<file path="config.mk">
export PLATFORM = sky130hd
export DESIGN_NAME = ripple_carry_adder_structural
export DESIGN_NICKNAME = d
export VERILOG_FILES = /design/src/rtl/adder_pkg.sv /design/src/rtl/full_adder.sv /design/src/rtl/ripple_carry_adder_structural.sv
export SDC_FILE = /design/constraint.sdc
export NUM_CORES = 1
export LEC_CHECK = 0
export CAP_MARGIN = 10
export CORE_AREA = 8 8 45 47
export CTS_CLUSTER_DIAMETER = 40
export CTS_CLUSTER_SIZE = 16
export DETAILED_ROUTE_END_ITERATION = 6
export DIE_AREA = 0 0 53 55
export GPL_ROUTABILITY_DRIVEN = 0
export PLACE_DENSITY = 0.61
export SETUP_SLACK_MARGIN = 0.3
export SYNTH_ARGS = -nofsm -noshare
export SYNTH_HDL_FRONTEND = slang
export SYNTH_SLANG_ARGS = --single-unit
export TNS_END_PERCENT = 30
</file>
<file path="constraint.sdc">
create_clock -name clk -period 2.85 [get_ports clk]
set_clock_uncertainty 0.2 [all_clocks]
set_input_delay 0.4275 -clock clk [delete_from_list [all_inputs] [get_ports clk]]
set_output_delay 0.4275 -clock clk [all_outputs]
set_load 0.02 [all_outputs]
</file>
<file path="src/rtl/adder_pkg.sv">
// Shared definitions for the ripple-carry adder leaf and the datapaths that consume it.
// The result bundle is sized for the widest legal adder so one type fits every instance.
package adder_pkg;

  localparam int ADDER_WIDTH_DEFAULT = 4;
  localparam int ADDER_WIDTH_MAX     = 64;

  typedef struct packed {
    logic [ADDER_WIDTH_MAX-1:0] sum;
    logic                       cout;
    logic                       overflow;
  } adder_result_t;

  // Zero-extends a narrow sum into the common result bundle.
  function automatic adder_result_t pack_result(
    input logic [ADDER_WIDTH_MAX-1:0] sum,
    input logic                       cout,
    input logic                       overflow
  );
    adder_result_t r;
    r.sum      = sum;
    r.cout     = cout;
    r.overflow = overflow;
    return r;
  endfunction

endpackage

</file>
<file path="src/rtl/full_adder.sv">
// One-bit full-adder cell; the ripple adder chains WIDTH of these.
module full_adder (
  input  logic x,
  input  logic y,
  input  logic ci,
  output logic s,
  output logic co
);

  logic p;

  assign p  = x ^ y;
  assign s  = p ^ ci;
  assign co = (x & y) | (ci & p);

endmodule

</file>
<file path="src/rtl/ripple_carry_adder_structural.sv">
// WIDTH-bit structural ripple-carry adder with a single registered output stage.
// sum/cout/overflow hold while idle; out_valid pulses one cycle after each accepted input.
module ripple_carry_adder_structural
  import adder_pkg::*;
#(
  parameter int WIDTH = ADDER_WIDTH_DEFAULT
) (
  input  logic             clk,
  input  logic             rst,
  input  logic             in_valid,
  input  logic [WIDTH-1:0] a,
  input  logic [WIDTH-1:0] b,
  input  logic             cin,
  output logic [WIDTH-1:0] sum,
  output logic             cout,
  output logic             overflow,
  output logic             out_valid
);

  logic [WIDTH-1:0] s_comb;
  logic             cout_comb;
  logic             carry_into_msb;
  logic             overflow_comb;

  // Each cell owns its carry-in/carry-out so the ripple chain is a plain
  // cell-to-cell path rather than a self-referencing carry vector.
  for (genvar i = 0; i < WIDTH; i++) begin : g_cell
    logic ci;
    logic co;

    if (i == 0) begin : g_first
      assign ci = cin;
    end else begin : g_rest
      assign ci = g_cell[i-1].co;
    end

    full_adder u_fa (
      .x  (a[i]),
      .y  (b[i]),
      .ci (ci),
      .s  (s_comb[i]),
      .co (co)
    );
  end

  assign cout_comb      = g_cell[WIDTH-1].co;
  assign carry_into_msb = g_cell[WIDTH-1].ci;
  assign overflow_comb  = cout_comb ^ carry_into_msb;

  logic [WIDTH-1:0] sum_d, sum_q;
  logic             cout_d, cout_q;
  logic             overflow_d, overflow_q;
  logic             out_valid_d, out_valid_q;

  always_comb begin
    sum_d       = sum_q;
    cout_d      = cout_q;
    overflow_d  = overflow_q;
    out_valid_d = 1'b0;
    if (in_valid) begin
      sum_d       = s_comb;
      cout_d      = cout_comb;
      overflow_d  = overflow_comb;
      out_valid_d = 1'b1;
    end
  end

  always_ff @(posedge clk) begin
    if (rst) begin
      sum_q       <= '0;
      cout_q      <= 1'b0;
      overflow_q  <= 1'b0;
      out_valid_q <= 1'b0;
    end else begin
      sum_q       <= sum_d;
      cout_q      <= cout_d;
      overflow_q  <= overflow_d;
      out_valid_q <= out_valid_d;
    end
  end

  assign sum       = sum_q;
  assign cout      = cout_q;
  assign overflow  = overflow_q;
  assign out_valid = out_valid_q;

endmodule

</file>
==> summary.md, run 1 <==
| Metric | Value |
|---|---|
| Clk buf depth | `2` |
| Yosys top cell area share | `39.30%` |
| Place WS | `-44.16 ps` |
| Critical Path Start | `a[0]` |
| Area Overhead vs Synth | `65.61%` |
| Slew @ Worst Pin | `403.9 ps` |
| Fin crit share | `84.14%` |
| Skew-Pair Late Insertion Delay | `240 ps` |
| Synthesized Nets | `49` |
| Mapped Avg Cell Area | `10.81 sq um` |
| Worst min path class | `reg2reg` |
| Async SR Flop Fraction | `0%` |
| Flop pwr share | `39.1%` |
| # Post-CTS Setup Buffers | `0` |
| Filler cell count | `146` |
| Switching Share | `26.97%` |
| Seq cells post-synth | `7` |
| Hold buffers post-CTS | `0` |
| Maximum fanout along the worst path | `2` |
| Hold Slack | `272.9 ps` |
| Worst path required time | `2820 ps` |
| Rows | `14` |
| Global-route track usage on met3 | `4.813%` |
| CP Capture Type | `flip-flop` |
| Cts repair resizes | `12` |
| Count of clock tree sinks | `7` |
| Die width | `53 um` |
| Antenna Nets Post-Route | `0` |
| Top cells by count, synth | `7 x dfxtp_1, 7 x inv_1, 5 x nor2_1` |
| Ant diodes | `0` |
| Post-synthesis instance total | `33` |
| Largest net degree at the start of global routing | `11` |
| Area of the core | `1384 sq um` |
| Vias | `295` |
| Final hold violation count | `0` |
| Crit path max-delay cell type | `fa_2` |
| TritonCTS buffer count | `3` |
| Combinational Power Share | `29.6%` |
| Number of remaining DRC errors | `0` |
| IO Pins | `19` |
| Clock transition at path regs | `50 ps` |
| CTS Root Cell | `clkbuf_4` |
| Startpoint Class | `primary input` |
| Cell count after placement | `67` |
| DRT Pass-1 Iters | `2` |
| Share of layout cells above drive strength 1 | `25.45%` |
| WP depth | `9` |
| Area of the die | `2915 sq um` |
| Crit path buffers/inverters | `4` |
| CP Class | `in2reg` |
| Total gr overflow | `0` |
| Relative slew slack | `72.99%` |
| Vias/cell | `4.155` |
| Multi-input gate area | `193.9 sq um` |
| Psw | `0.07644 mW` |
| Most used DFF post-synth | `dfxtp_1` |
| Met2 usage | `12.50%` |
| Mapped cell area | `356.6 sq um` |
| Nets | `72` |
| CP peak stage delay | `440 ps` |
| Post-synthesis cell type count | `11` |
| Reg area | `140.1 sq um` |
| Worst EP arrival | `2370 ps` |
| Layout Cells excl Fill | `71` |
| Clock Power Share | `31.3%` |
| Post-synthesis sequential area ratio | `39.30%` |
| Cell taking the most area after synthesis | `dfxtp_1` |
| Status | `finished clean` |
| Worst Setup EP | `sum[3]` |
| Die height | `55 um` |
| Max-cap violations | `0` |
| # setup viols final | `0` |
| H-tree level count | `1` |
| GRT Total Usage | `6.374%` |
| Worst r2r src | `overflow` |
| EDFF count, synth | `0` |
| Worst-path cell chain | `dlygate4sd2_1 > inv_2 > fa_2 > inv_2 > fa_2 > fa_2 > inv_2 > fa_2 > a211oi_2` |
| Vias in the first global route | `343` |
| FF-to-FF End | `overflow` |
| Initial core utilization | `25.77%` |
| Initial antenna violation count | `0` |
| Setup ws final | `452.1 ps` |
| CP most frequent cell | `fa_2` |
| Peak supply drop | `202.2 uV` |
| Final design utilization | `42.68%` |
| Iteration-0 DRC Markers | `4` |
| Drt wl/cell | `10.70 um` |
| Internal power | `0.2070 mW` |
| First-pass GRT wire length | `1359 um` |
| Synthesis Warnings | `0` |
| RSZ-0062 raised after global routing | `no` |
| FMAX | `417.0 MHz` |
| Worst Reg-to-Reg Cells | `2` |
| Setup TNS Final | `0 ps` |
| Pins Over Slew Limit | `0` |
| GR peak layer | `met2` |
| Post-Route WL | `760 um` |
| Area contributors post-synth | `dfxtp_1 39%, fa_1 22%, inv_1 7.4%` |
| Worst R2R Setup Slack | `1960 ps` |
| Leak | `0.2543 nW` |
| Delay-heaviest family, CP | `adder cells` |
| Port Buffer Count | `18` |
| Grt met1 use | `4.784%` |
| TritonCTS clock tree | `yes` |
| Min cycle time layout | `2398 ps` |
| Cell area power density | `479.9 nW/um^2` |
-- stage by stage --
stage	area [sq um]	power (mW)
floorplan	356.6	0.1526
global placement	553.0	0.1929
CTS	590.6	0.2908
global route	590.6	0.3044
finish	590.6	0.2834
detailed placement	553.0	0.1941
-- cell usage in the layout, fill, tap and decap left out --
cell | Yosys | layout
a211oi_1 | 3 | 2
dfxtp_1 | 7 | 7
inv_1 | 7 | 3
buf_4 | 0 | 1
fa_2 | 0 | 4
xnor2_1 | 1 | 1
clkbuf_1 | 0 | 1
clkbuf_4 | 0 | 3
a21o_1 | 1 | 1
nor2b_4 | 1 | 1
nor3b_1 | 1 | 1
nor2_1 | 5 | 5
inv_2 | 0 | 4
clkdlybuf4s50_1 | 0 | 15
a211oi_2 | 0 | 1
dlygate4sd2_1 | 0 | 3
mux2i_1 | 2 | 2
-- cells by family (layout without fill, tap and decap cells) --
| family | count (synthesis) | after routing | synth area share [%] |
|---|---|---|---|
| and+or+nand+nor | 7 | 7 | 11.23 |
| buffers and inverters | 8 | 30 | 10.53 |
| muxes | 2 | 2 | 5.614 |
| adders and majority gates | 4 | 4 | 22.46 |
| AOI/OAI and AO/OA | 4 | 4 | 8.421 |
| xor gates and xnor gates | 1 | 1 | 2.457 |
| DFF | 7 | 7 | 39.30 |
-- worst min-delay path by stage --
stage	startpoint	to	slack, ps	depth (start not counted)
2_1_floorplan	rst	out_valid	300	1
3_3_place_gp	cout	cout	270	2
3_5_place_dp	cout	cout	270	2
4_1_cts	cout	cout	280	2
5_1_grt	sum[0]	sum[0]	320	2
6_report	cout	cout	270	2
-- power groups by stage --
| stage | registers (mW) | logic, mW | clock network (mW) |
|---|---|---|---|
| after floorplan | 0.124 | 0.0284 | 0 |
| after global placement | 0.113 | 0.0801 | 0 |
| after detailed placement | 0.113 | 0.0810 | 0 |
| after CTS | 0.111 | 0.0860 | 0.0939 |
| after global routing | 0.112 | 0.0930 | 0.0996 |
| final | 0.111 | 0.0838 | 0.0887 |
-- worst min-delay path: cells and delay by family (launching register included) --
family / cells / cell delay, ps
compound gates: 1 / 40
flops: 1 / 300
simple gates: 1 / 80
-- registers in the layout, indices dropped and copies added, names as in the netlist --
name       cells
cout           1
out_valid      1
overflow       1
sum            4
-- cell type report --
type	instances	share of cell area, %
well taps	16	3.390
clock buffers	4	4.449
flip-flops and latches	7	23.73
repair buffers	19	31.14
inverters	7	4.449
multi-input cells	18	32.84
-- layer usage --
metal / up-vias / share of wire [%]
met1: 138 / 31
met3: 0 / 13
li1: 146 / -
met5: - / 0
met4: 0 / 0
met2: 11 / 55
Power figures use the tool's default switching activity.
==> inputs of run 2 (changes only) <==
- clock period: 2.85 -> 2.3 ns (I/O delays scaled with it)
==> summary.md, run 2 (synthesis results as in run 1) <==
| Metric | Value |
|---|---|
| Post-Route WL | `829 um (was 760 um)` |
| Total gr overflow | `0 (unchanged)` |
| Area of the core | `1384 sq um (unchanged)` |
| Area Overhead vs Synth | `67.72% (was 65.61%)` |
| GRT Total Usage | `6.473% (was 6.374%)` |
| Share of layout cells above drive strength 1 | `32.73% (was 25.45%)` |
| Multi-input gate area | `193.9 sq um (unchanged)` |
| Most frequent cells in the layout | `13 x clkdlybuf4s50_1, 7 x dfxtp_1, 5 x nor2_1 (was 15 x clkdlybuf4s50_1, 7 x dfxtp_1, 5 x nor2_1)` |
| Area of the die | `2915 sq um (unchanged)` |
| CP Class | `in2reg (unchanged)` |
| Antenna Nets Post-Route | `0 (unchanged)` |
| Maximum fanout along the worst path | `2 (unchanged)` |
| H-tree level count | `1 (unchanged)` |
| Largest net degree at the start of global routing | `11 (unchanged)` |
| Commonest non-fill, non-tap cell in the layout | `clkdlybuf4s50_1 (unchanged)` |
| TritonCTS buffer count | `3 (unchanged)` |
| Startpoint Class | `primary input (unchanged)` |
| Leak | `0.2585 nW (was 0.2543 nW)` |
| Reg area | `140.1 sq um (unchanged)` |
| Cell area power density | `595.0 nW/um^2 (was 479.9 nW/um^2)` |
| Placed cell area | `565.5 sq um (was 553.0 sq um)` |
| Slew @ Worst Pin | `401.7 ps (was 403.9 ps)` |
| Peak supply drop | `329.1 uV (was 202.2 uV)` |
| Clk buf depth | `2 (unchanged)` |
| Worst path required time | `2270 ps (was 2820 ps)` |
| Number of remaining DRC errors | `0 (unchanged)` |
| Max reg flops | `4 (unchanged)` |
| DPL Wire Length | `650 um` |
| Die height | `55 um (unchanged)` |
| Initial antenna violation count | `0 (unchanged)` |
| Hold Slack | `279.6 ps (was 272.9 ps)` |
| Pins Over Slew Limit | `0 (unchanged)` |
| Status | `finished clean (unchanged)` |
| RSZ-0062 raised after global routing | `yes (was no)` |
| Skew-Pair Late Insertion Delay | `250 ps (was 240 ps)` |
| IO Pins | `19 (unchanged)` |
| Rows | `14 (unchanged)` |
| Filler cell count | `147 (was 146)` |
| CTS Root Cell | `clkbuf_4 (unchanged)` |
| Worst EP arrival | `2090 ps (was 2370 ps)` |
| Port Buffer Count | `18 (unchanged)` |
| First-pass GRT wire length | `1317 um (was 1359 um)` |
| # Post-CTS Setup Buffers | `0 (unchanged)` |
| Hold buffers post-CTS | `0 (unchanged)` |
| Count of clock tree sinks | `7 (unchanged)` |
| Min cycle time layout | `2113 ps` |
| FMAX | `473.3 MHz` |
| Die width | `53 um (unchanged)` |
| TritonCTS clock tree | `yes (unchanged)` |
| Ant diodes | `0 (unchanged)` |
| Fin crit share | `91.86%` |
| Final hold violation count | `0 (unchanged)` |
| # setup viols final | `0 (unchanged)` |
| Vias/cell | `4.099 (was 4.155)` |
| Post-route cell area | `598.1 sq um (was 590.6 sq um)` |
| CP Capture Type | `flip-flop (unchanged)` |
| DRT Pass-1 Iters | `2 (unchanged)` |
| Nets | `72 (unchanged)` |
| Worst min path class | `reg2reg (unchanged)` |
| Vias in the first global route | `338 (was 343)` |
| Clock transition at path regs | `50 ps (about the same)` |
| Relative slew slack | `73.14% (was 72.99%)` |
| Iteration-0 DRC Markers | `4 (unchanged)` |
| Initial core utilization | `25.77% (unchanged)` |
| Vias | `291 (was 295)` |
| Drt wl/cell | `11.68 um (was 10.70 um)` |
| Max-cap violations | `0 (unchanged)` |
| Total power | `0.3558 mW (was 0.2834 mW)` |
-- run 2: changes by cell type in the layout (fill, tap and decap cells not counted), sizes merged --
cell,delta
clkdlybuf4s50,-2
buf,+3
dlygate4sd2,-1
-- run 2: layout make-up --
cell class	count	share of cell area, %
Sequential cell	7	23.43
Clock buffer	4	4.393
Tap cell	16	3.347
Timing Repair Buffer	19	31.59
Multi-Input combinational cell	18	32.43
Inverter	7	4.812
-- run 2: critical path: stages --
cell	delay, ps
buf_6	100
inv_4	40
fa_2	190
inv_2	40
fa_2	340
fa_2	370
inv_2	60
fa_2	430
a211oi_2	170
-- run 2: power breakdown --
group / internal, mW / leakage [nW] / total, mW / switching [mW]
sequential: 0.133 / 0.0581 / 0.138 / 0.00504
clock: 0.0663 / 0.0150 / 0.112 / 0.0461
combinational: 0.0589 / 0.185 / 0.106 / 0.0469
-- run 2: per-stage QoR --
step	util (%)	instances	setup slack (ps)	TNS, ps
2_1_floorplan	-	33	57.88	0
3_3_place_gp	40.87	67	-410.1	-1326
3_5_place_dp	40.87	67	-438.3	-1430
4_1_cts	43.22	71	132.1	0
5_1_grt	43.22	71	100.7	0
6_report	43.22	71	187.2	0
-- run 2: metal layers --
layer,track usage (%),vias up,wire length (um)
met5,0,-,0
met4,1.293,0,0
met3,6.150,0,93
met2,10.94,12,445
met1,5.530,132,291
li1,-,147,-
-- run 2: what timing repair did --
action                     4_1_cts  5_1_grt
resized for setup               20        0
setup endpoints to repair        5        2
pin swaps                        5        5
-- run 2: worst paths after layout --
| kind | from | to | slack (ps) | cells past startpoint |
|---|---|---|---|---|
| worst min register to register | cout | cout | 280 | 2 |
| worst min-delay path | cout | cout | 280 | 2 |
| worst max-delay path | cin | sum[3] | 190 | 9 |
| worst max register to register | overflow | overflow | 1390 | 2 |
==> inputs of run 3 (changes only) <==
- ABC_AREA: not set -> 1
- CORE_AREA: 8 8 45 47 -> not set
- CORE_MARGIN: not set -> 8
- CORE_UTILIZATION: not set -> 30
- DIE_AREA: 0 0 53 55 -> not set
- PLACE_DENSITY: 0.61 -> 0.65
==> summary.md, run 3 <==
| Metric | Value |
|---|---|
| Status | `finished clean (unchanged)` |
| Clock transition at path regs | `50 ps (about the same)` |
| Max reg flops | `4 (unchanged)` |
| Worst EP arrival | `2080 ps (was 2090 ps)` |
| Worst-path cell chain | `buf_6 > inv_4 > fa_2 > inv_2 > fa_2 > fa_2 > inv_2 > fa_2 > nand2_1 > nand2_1 > nor2_1 (was buf_6 > inv_4 > fa_2 > inv_2 > fa_2 > fa_2 > inv_2 > fa_2 > a211oi_2)` |
| Vias | `333 (was 291)` |
| Most frequent cells in the layout | `13 x clkdlybuf4s50_1, 11 x nor2_1, 7 x nand2_1, 7 x dfxtp_1, 4 x fa_2 (was 13 x clkdlybuf4s50_1, 7 x dfxtp_1, 5 x nor2_1)` |
| Layout Cells excl Fill | `84 (was 71)` |
| Startpoint Class | `primary input (unchanged)` |
| Synthesis Warnings | `0 (unchanged)` |
| Psw | `0.1008 mW (was 0.09797 mW)` |
| Largest net degree at the start of global routing | `12 (was 11)` |
| Area of the core | `1269 sq um (was 1384 sq um)` |
| Die width | `52.42 um (was 53 um)` |
| CTS Root Cell | `clkbuf_4 (unchanged)` |
| GR peak layer | `met2 (unchanged)` |
| Count of clock tree sinks | `7 (unchanged)` |
| Final hold violation count | `0 (unchanged)` |
| CP Capture Type | `flip-flop (unchanged)` |
| DPL Wire Length | `663.1 um (was 650 um)` |
| Share of layout cells above drive strength 1 | `36.23% (was 32.73%)` |
| Internal power | `0.2591 mW (was 0.2579 mW)` |
| Commonest non-fill, non-tap cell in the layout | `clkdlybuf4s50_1 (unchanged)` |
| DRT Pass-1 Iters | `2 (unchanged)` |
| Grt met1 use | `7.270% (was 5.530%)` |
| # setup viols final | `0 (unchanged)` |
| Filler cell count | `142 (was 147)` |
| Mapped cell area | `397.9 sq um (was 356.6 sq um)` |
| Iteration-0 DRC Markers | `5 (was 4)` |
| Post-Route WL | `856 um (was 829 um)` |
| Clock Power Share | `30.5% (was 31.6%)` |
| Cell area power density | `559.6 nW/um^2 (was 595.0 nW/um^2)` |
| Flop pwr share | `38.3% (was 38.7%)` |
| Total gr overflow | `0 (unchanged)` |
| Synthesized Nets | `62 (was 49)` |
| Initial core utilization | `31.36% (was 25.77%)` |
| Worst min path class | `reg2reg (unchanged)` |
| Seq cells post-synth | `7 (unchanged)` |
| CP most frequent cell | `fa_2 (unchanged)` |
| Antenna Nets Post-Route | `0 (unchanged)` |
| Post-synthesis cell type count | `10 (was 11)` |
| Met2 usage | `11.07% (was 10.94%)` |
| Initial antenna violation count | `0 (unchanged)` |
| Mapped Avg Cell Area | `8.650 sq um (was 10.81 sq um)` |
| Ant diodes | `0 (unchanged)` |
| Global-route track usage on met3 | `3.693% (was 6.150%)` |
| Area Overhead vs Synth | `61.64% (was 67.72%)` |
| Area contributors post-synth | `dfxtp_1 35%, fa_1 20%, nor2_1 10% (was dfxtp_1 39%, fa_1 22%, inv_1 7.4%)` |
| Worst path required time | `2290 ps (was 2270 ps)` |
| Clk buf depth | `2 (unchanged)` |
| Vias in the first global route | `335 (was 338)` |
| Number of remaining DRC errors | `0 (unchanged)` |
| CP peak stage delay | `430 ps (about the same)` |
| Post-synthesis sequential area ratio | `35.22% (was 39.30%)` |
| RSZ-0062 raised after global routing | `yes (unchanged)` |
| Skew-Pair Late Insertion Delay | `250 ps (about the same)` |
| Relative slew slack | `69.73% (was 73.14%)` |
| Maximum fanout along the worst path | `2 (unchanged)` |
| Post-synthesis instance total | `46 (was 33)` |
| Vias/cell | `3.964 (was 4.099)` |
| Rows | `13 (was 14)` |
| Combinational Power Share | `31.2% (was 29.7%)` |
| Min cycle time layout | `2090 ps (was 2113 ps)` |
| Nets | `86 (was 72)` |
| Most used DFF post-synth | `dfxtp_1 (unchanged)` |
| Drt wl/cell | `10.19 um (was 11.68 um)` |
| Leak | `0.2928 nW (was 0.2585 nW)` |
| TritonCTS buffer count | `3 (unchanged)` |
| H-tree level count | `1 (unchanged)` |
| FMAX | `478.5 MHz (was 473.3 MHz)` |
| Slew @ Worst Pin | `452.6 ps (was 401.7 ps)` |
| Cell taking the most area after synthesis | `dfxtp_1 (unchanged)` |
| Yosys top cell area share | `35.22% (was 39.30%)` |
| EDFF count, synth | `0 (unchanged)` |
| Fin crit share | `90.87% (was 91.86%)` |
| Top-count cell post-synth | `nor2_1` |
| Setup TNS Final | `0 ps (unchanged)` |
| Port Buffer Count | `18 (unchanged)` |
| IO Pins | `19 (unchanged)` |
| TritonCTS clock tree | `yes (unchanged)` |
| GRT Total Usage | `7.171% (was 6.473%)` |
| Async SR Flop Fraction | `0% (unchanged)` |
| Total power | `0.3599 mW (was 0.3558 mW)` |
| First-pass GRT wire length | `1428 um (was 1317 um)` |
| Peak supply drop | `265.2 uV (was 329.1 uV)` |
| Die height | `52.42 um (was 55 um)` |
| CP Class | `in2reg (unchanged)` |
| Switching Share | `28.00% (was 27.53%)` |
| Crit path max-delay cell type | `fa_2 (unchanged)` |
| Area of the die | `2748 sq um (was 2915 sq um)` |
| Cell count after placement | `79 (was 67)` |
| Max-cap violations | `0 (unchanged)` |
| Pins Over Slew Limit | `0 (unchanged)` |
| Top cells by count, synth | `11 x nor2_1, 8 x inv_1, 7 x dfxtp_1, 7 x nand2_1, 4 x fa_1 (was 7 x dfxtp_1, 7 x inv_1, 5 x nor2_1)` |
==> run 3: repair_timing <==
action	CTS	global route
endpoints found under the setup margin	4	3
gates resized for setup	25	1
hold buffers	0	0
pin swaps	6	6
buffers inserted	0	1
endpoints found under the hold margin	0	0
==> run 3: worst paths after layout <==
check,start,endpoint,slack [ps],cells past startpoint
worst max-delay path,cin,sum[3],210,11
worst min-delay path,sum[0],sum[0],270,2
worst max register to register,overflow,overflow,1490,2
worst min register to register,sum[0],sum[0],270,2
==> run 3: final cells by class <==
type / instances / area, sq um / area share [%]
sequential: 7 / 140.1 / 21.79
timing repair buffer: 20 / 196.4 / 30.54
inverter: 9 / 52.55 / 8.171
multi-input combinational: 29 / 209.0 / 32.49
tap: 15 / 18.77 / 2.918
clock buffer: 4 / 26.28 / 4.086
==> run 3: power groups by stage <==
stage | clock network [mW] | logic [mW] | registers [mW]
2_1_floorplan | 0 | 0.0448 | 0.153
3_3_place_gp | 0 | 0.105 | 0.140
3_5_place_dp | 0 | 0.107 | 0.140
4_1_cts | 0.114 | 0.112 | 0.138
5_1_grt | 0.122 | 0.125 | 0.139
6_report | 0.110 | 0.112 | 0.138
==> run 3: cell families after synthesis <==
kind of cell	synth area share (%)
DFF	35.22
AOI/OAI and AO/OA	6.605
and+or+nand+nor	23.27
adders and majority gates	20.13
buffers and inverters	14.78
==> run 3: per-layer routing <==
layer  part of all wire, %  up-vias
li1                      -      176
met1                    42      142
met2                    46       13
met3                   9.9        2
met4                   1.1        0
met5                     0        -
==> run 3: critical path, delay by kind of cell <==
kind	cells	cell delay, ps
simple gates	3	200
fa+ha+maj	4	1300
buf+inv	4	240
==> run 3: stage by stage <==
step           hold WS, ps  worst slack, ps  util (%)  instance area [sq um]
2_1_floorplan        217.4            76.15         -                  400.4
3_3_place_gp         256.8           -459.7     46.94                  595.6
3_5_place_dp         262.2           -481.5     46.94                  595.6
4_1_cts              264.3            115.3     49.90                  633.1
5_1_grt              296.2            109.8     50.69                  643.1
6_report             266.2            210.0     50.69                  643.1
